File: config.mk
export PLATFORM = sky130hd
export DESIGN_NAME = instruction_fetch_unit
export DESIGN_NICKNAME = d
export VERILOG_FILES = /design/src/rtl/fetch_pkg.sv /design/src/rtl/fetch_fifo.sv /design/src/rtl/instruction_fetch_unit.sv
export SDC_FILE = /design/constraint.sdc
export NUM_CORES = 1
export LEC_CHECK = 0
export BUFFER_PORTS_ARGS = -buffer_cell sky130_fd_sc_hd__buf_2
export CORE_MARGIN = 2
export CORE_UTILIZATION = 32
export CTS_CLUSTER_DIAMETER = 80
export CTS_CLUSTER_SIZE = 25
export DETAILED_ROUTE_END_ITERATION = 10
export PLACE_DENSITY = 0.64
export SYNTH_ARGS = -nofsm -noshare
export SYNTH_HDL_FRONTEND = slang
export SYNTH_SLANG_ARGS = --single-unit
File: constraint.sdc
create_clock -name clock -period 3.1 [get_ports clock]
set_input_delay 0.62 -clock clock [delete_from_list [all_inputs] [get_ports clock]]
set_output_delay 0.62 -clock clock [all_outputs]
set_load 0.03 [all_outputs]
File: src/rtl/fetch_pkg.sv
// Shared types and constants for the instruction fetch stage.
// Imported by the prefetch FIFO and the fetch unit top level.
package fetch_pkg;

    typedef enum logic {
        FETCH,
        DRAIN
    } fetch_state_t;

    localparam logic [31:0] INSTR_BYTES = 32'd4;
    localparam logic [31:0] NOP_INSTR   = 32'h0000_0013;

endpackage

File: src/rtl/fetch_fifo.sv
// Prefetch FIFO holding {pc, instruction} words for the datapath.
// Head is read combinationally; flush empties it in one cycle.
module fetch_fifo
    import fetch_pkg::*;
#(
    parameter int WIDTH = 64,
    parameter int DEPTH = 2
) (
    input  logic                   clock,
    input  logic                   reset,
    input  logic                   push,
    input  logic [WIDTH-1:0]       push_data,
    input  logic                   pop,
    input  logic                   flush,
    output logic [WIDTH-1:0]       head,
    output logic [$clog2(DEPTH):0] count,
    output logic                   full,
    output logic                   empty
);

    localparam int AW = $clog2(DEPTH);

    logic [WIDTH-1:0] mem [DEPTH];
    logic [AW-1:0]    rd_ptr;
    logic [AW-1:0]    wr_ptr;
    logic             do_push;
    logic             do_pop;

    assign empty   = (count == '0);
    assign full    = (count == (AW + 1)'(DEPTH));
    assign do_pop  = pop && !empty;
    assign do_push = push && (!full || do_pop);
    assign head    = mem[rd_ptr];

    always_ff @(posedge clock or negedge reset) begin
        if (!reset) begin
            rd_ptr <= '0;
            wr_ptr <= '0;
            count  <= '0;
            for (int i = 0; i < DEPTH; i++) begin
                mem[i] <= '0;
            end
        end else if (flush) begin
            rd_ptr <= '0;
            wr_ptr <= '0;
            count  <= '0;
        end else begin
            if (do_push) begin
                mem[wr_ptr] <= push_data;
                wr_ptr      <= wr_ptr + 1'b1;
            end
            if (do_pop) begin
                rd_ptr <= rd_ptr + 1'b1;
            end
            count <= count
                   + (AW + 1)'(do_push)
                   - (AW + 1)'(do_pop);
        end
    end

endmodule

File: src/rtl/instruction_fetch_unit.sv
// Fetch stage: owns the fetch PC, issues word reads, buffers them
// and hands {pc, instruction} to the datapath; redirects drain.
module instruction_fetch_unit
    import fetch_pkg::*;
#(
    parameter logic [31:0] RESET_PC   = 32'h0000_0000,
    parameter int          FIFO_DEPTH = 2,
    parameter int          MAX_OUTST  = FIFO_DEPTH
) (
    input  logic        clock,
    input  logic        reset,
    output logic        memReqValid,
    output logic [31:0] memReqAddr,
    input  logic        memReqReady,
    input  logic        memRespValid,
    input  logic [31:0] memRespData,
    input  logic        redirectValid,
    input  logic [31:0] redirectPC,
    output logic        instrValid,
    output logic [31:0] instrPC,
    output logic [31:0] instruction,
    input  logic        instrReady
);

    localparam int CW = $clog2(FIFO_DEPTH) + 1;

    fetch_state_t  state;
    logic [31:0]   fetch_pc;
    logic [CW-1:0] outst;
    logic [CW-1:0] discard;
    logic [CW-1:0] outst_next;
    logic [CW-1:0] discard_next;

    logic [CW-1:0] fifo_count;
    logic          fifo_full;
    logic          fifo_empty;
    logic [63:0]   fifo_head;

    logic          pop;
    logic          fifo_ok;
    logic          req_fire;
    logic          resp_drop;
    logic          resp_push;
    logic [CW:0]   credit_used;
    logic [31:0]   oldest_pc;

    assign instrValid  = !fifo_empty;
    assign instrPC     = fifo_head[63:32];
    assign instruction = fifo_head[31:0];
    assign pop         = instrValid && instrReady;

    // A head popped this cycle frees its slot before any new word lands.
    assign fifo_ok     = !fifo_full || pop;
    assign credit_used = {1'b0, outst}
                       + {1'b0, fifo_count}
                       - (CW + 1)'(pop);

    assign memReqValid = reset
                      && (state == FETCH)
                      && !redirectValid
                      && fifo_ok
                      && (credit_used < (CW + 1)'(FIFO_DEPTH))
                      && (outst < CW'(MAX_OUTST));
    assign memReqAddr  = fetch_pc;
    assign req_fire    = memReqValid && memReqReady;

    assign resp_drop = memRespValid && (discard != '0);
    assign resp_push = memRespValid
                    && (discard == '0)
                    && (outst != '0);

    // Responses are in order, so the oldest PC is implied by the count.
    assign oldest_pc = fetch_pc - (32'(outst) << 2);

    assign outst_next = outst
                      + CW'(req_fire)
                      - CW'(resp_drop || resp_push);

    // Every request still in flight belongs to the abandoned path.
    assign discard_next = redirectValid
                        ? outst_next
                        : discard - CW'(resp_drop);

    fetch_fifo #(
        .WIDTH (64),
        .DEPTH (FIFO_DEPTH)
    ) u_fifo (
        .clock     (clock),
        .reset     (reset),
        .push      (resp_push),
        .push_data ({oldest_pc, memRespData}),
        .pop       (pop),
        .flush     (redirectValid),
        .head      (fifo_head),
        .count     (fifo_count),
        .full      (fifo_full),
        .empty     (fifo_empty)
    );

    always_ff @(posedge clock or negedge reset) begin
        if (!reset) begin
            state    <= FETCH;
            fetch_pc <= RESET_PC;
            outst    <= '0;
            discard  <= '0;
        end else begin
            outst   <= outst_next;
            discard <= discard_next;
            if (redirectValid) begin
                fetch_pc <= redirectPC & ~32'h3;
                state    <= (discard_next != '0)
                          ? DRAIN : FETCH;
            end else begin
                if (req_fire) begin
                    fetch_pc <= fetch_pc + INSTR_BYTES;
                end
                unique case (state)
                    FETCH: state <= FETCH;
                    DRAIN: begin
                        if (discard_next == '0) begin
                            state <= FETCH;
                        end
                    end
                    default: state <= FETCH;
                endcase
            end
        end
    end

endmodule

==> results.md <==
- Number of synthesized flops with an enable pin: 0
- Post-Synth Simple-Gate Area: 0.208
- Syn Inst Count: 860
- Worst Clk Skew: about 0.012 ns
- CTS buffer count: 17
- Core ar.: 0.0268 mm2
- Critical path cell sequence: inv_2 > nand2_4 > and2_4 > ha_4 > nand2b_4 > fa_2 > xor2_2 > buf_4 > nand4_1 > inv_2 > buf_6
- Full die area: about 0.029 mm2
- Crit Path Max Fanout: 2
- Yosys reg bits: 163
- Via density: between 4 and 5
- Worst slew pin tran: approximately 0.89 ns
- Initial Util: 0.324
- ANT nets after route: 0
- Worst setup EP type: primary output
- Type of the tightest min-delay check: in -> async
- Tot Pwr: approximately 10 mW
- CP max stage cell: dfrtp_1
- Largest net degree at the start of global routing: about 160
- Status: completed
- Fmax achieved: ~320 MHz
- PwrDens: 956 mW/mm2
- Cell mode on critical path: inv_2
- Critical Path RT: between 2 and 2.5 ns
- IO Port Bufs: approximately 160
- GR Overflow Total: 0
- Area Growth Syn to Fin: 21.4%
- Number of max-cap violations: 0
- Final setup viols: 0
- Final Instance Count excl. Fillers: between 1,000 and 1,500
- Synth Flop Type: dfrtp_1
- Share of cells above drive strength 1: 0.359
- DRT Pass-1 Iters: 5
- Relative slew slack: 0.406
- Final min period: 3.09 ns
- Worst vdd ir: between 0.5 and 0.6 mV
- GP Congestion: slightly above 0.9
- Distinct cells, synth: 64
- NumNets Final: around 1,100
- Crit start category: flop
- Initial antenna violation count: 0
- Register area share after synthesis: 0.469
- Row cnt: 60
- Vias: roughly 6,700
- Placed cells: approximately 1,300
- Async SR Flop Fraction: 1.00
- Drt wl/cell: around 17 um
- Mux cell area share after synthesis: 0.128
- Inserted Diodes: 0
- Clock latency on the worst-skew pair: between 0.4 and 0.5 ns
- Worst-path clk slew: around 0.070 ns
- Mean post-synth cell area: between 10 and 15 um2
- Syn. warnings: 0
- P_leak: 4.88 nW
- DRC: 0
- Post-CTS Hold Fix Bufs: 0
- GRT Total Usage: 0.163
- Synth Area in Adders: 0.0190
- Io pins: between 150 and 200
- Vias in the first global route: 6,781
- H-tree depth: 4
- First-pass GRT wire length: 36,700 um
- Largest family of logic cells by synthesized area: simple AND/OR/NAND/NOR gates
- Final Hold Vio Count: 0
- Crit path DAT: approximately 2.5 ns
- Initial DRC count: between 400 and 500
- Final core occ: 0.394
- Synth Area in XOR/XNOR: 0.0393
- Hpwl dp: between 15,000 and 20,000 um
- CTS max path bufs: 2
- Crit path largest cell delay: 0.40 ns
- Fin. max-slew vios: 0
- Die Wd: 169 um
- RSZ-0062 raised after global routing: true
- CTS tree: done
- Root buf cell: clkbuf_16
- Final wirelength: around 23,000 um
- Sink Count: about 160
- Final worst path period share: 0.995
- Worst setup path class: reg -> out
- Die Height: approximately 170 um
- Compound-Gate Fraction of Synth Area: 0.0856
- Mapped Area: approximately 0.0087 mm2
==> repair_timing <==
item	4_1_cts	5_1_grt
gates cloned	0	0
pin swaps	3	8
buffers inserted	2	3
endpoints found under the setup margin	2	15
resized for setup	2	5
==> logic make-up (layout without fill, tap and decap cells) <==
kind of cell	after synthesis	after routing
flip-flops	163	163
buffers and inverters	80	243
adder cells (fa/ha/maj)	12	12
other	1	4
AND/OR/NAND/NOR	340	340
AO/OA/AOI/OAI	126	126
multiplexers	99	99
XOR/XNOR	39	39
==> stage by stage <==
step           cell area, um2  hold slack, ns  TNS, ns  worst slack (ns)
2_1_floorplan            8780           0.324   -0.106            -0.106
3_3_place_gp             9930           0.452   -0.835            -0.222
3_5_place_dp             9930           0.457   -0.755            -0.230
4_1_cts                 10500           0.375        0           0.00619
5_1_grt                 10600           0.389   -0.208            -0.119
6_report                10600           0.368        0            0.0148
==> cells in the mapped netlist (4+ instances only) <==
cell,count,area share
o311ai_0,5,0.0050
o31ai_1,4,0.0035
or3_1,4,0.0029
xor2_1,9,0.0091
nor2_1,18,0.0078
nor4_2,4,0.0058
nand3_1,20,0.012
nor4_4,6,0.015
dfrtp_1,163,0.47
buf_2,9,0.0052
nor3_2,4,0.0046
a21oi_1,6,0.0035
clkbuf_1,28,0.012
o21ai_0,48,0.028
nand4_1,9,0.0065
and3_1,4,0.0029
a22oi_1,4,0.0035
and2_1,8,0.0058
a21o_1,7,0.0060
nand2_1,202,0.087
xnor2_1,30,0.030
buf_4,11,0.0095
buf_6,10,0.013
o21ai_1,32,0.018
inv_1,15,0.0065
nand2b_1,6,0.0043
ha_1,10,0.014
nor4_1,6,0.0043
mux2_2,94,0.12
o211ai_1,9,0.0078
nor3_1,18,0.010
mux2i_1,5,0.0058
or4_1,4,0.0035
==> report_power, final <==
group          internal (mW)  switching [mW]  leakage [nW]
Sequential              2.90           0.548          2.08
Combinational           1.91            2.71          2.53
Clock                   1.10           0.917         0.272
Total                   5.92            4.18          4.88
==> sequential cells by signal, indices dropped and copies added (netlist names) <==
name	count
u_fifo.rd_ptr	1
outst	2
state	1
u_fifo.count	2
discard	2
memReqAddr	30
u_fifo.mem	124
u_fifo.wr_ptr	1
==> worst max-delay path: cells and delay by family, from the launching register on <==
kind | cells | cell delay [ns]
buffers and inverters | 4 | 0.45
DFF | 1 | 0.40
xor gates and xnor gates | 1 | 0.16
adders and majority gates | 2 | 0.59
and+or+nand+nor | 4 | 0.43
==> layout make-up <==
type / count / area, um2
Fill cell: 2672 / 16200
Multi-Input combinational cell: 620 / 4300
Sequential cell: 163 / 4080
Timing Repair Buffer: 193 / 1110
Clock buffer: 20 / 467
Tap cell: 341 / 427
Clock inverter: 12 / 96.3
Inverter: 18 / 75.1
==> path summary, 6_finish.rpt <==
kind / start / endpoint / slack, ns / cells after the start
worst min register to register: u_fifo.mem[25]$_DFFE_PN0P_ / u_fifo.mem[25]$_DFFE_PN0P_ / 0.47 / 2
worst min-delay path: reset / u_fifo.mem[68]$_DFFE_PN0P_ / 0.37 / 2
min in group clock: redirectPC[11] / memReqAddr[11]$_DFFE_PN0N_ / 0.40 / 3
worst max register to register: u_fifo.count[1]$_DFF_PN0_ / state$_DFF_PN0_ / 0.03 / 17
max in group asynchronous: reset / u_fifo.mem[127]$_DFFE_PN0P_ / 2.07 / 2
worst max-delay path: u_fifo.count[1]$_DFF_PN0_ / memReqValid / 0.01 / 11
==> per-layer routing <==
metal | global-route usage | part of all wire | vias up
met5 | 0 | 0 | -
met4 | 0.0517 | 0.015 | 0
met3 | 0.0311 | 0.051 | 28
met2 | 0.251 | 0.44 | 200
met1 | 0.231 | 0.49 | 3168
li1 | - | - | 3271
==> cell usage in the layout (no fill, tap or decap), types with 5 or more instances in the layout <==
master,n
a21o_1,7
a21oi_1,5
and2_1,6
buf_2,159
buf_4,28
clkbuf_16,17
dfrtp_1,162
ha_1,6
inv_1,12
inv_6,5
mux2_2,94
mux2i_1,5
nand2_1,200
nand2b_1,5
nand3_1,19
nand4_1,9
nor2_1,18
nor3_1,18
nor4_1,6
nor4_4,6
o211ai_1,9
o21ai_0,47
o21ai_1,33
o311ai_0,5
xnor2_1,29
xor2_1,8
Power figures use the tool's default switching activity.
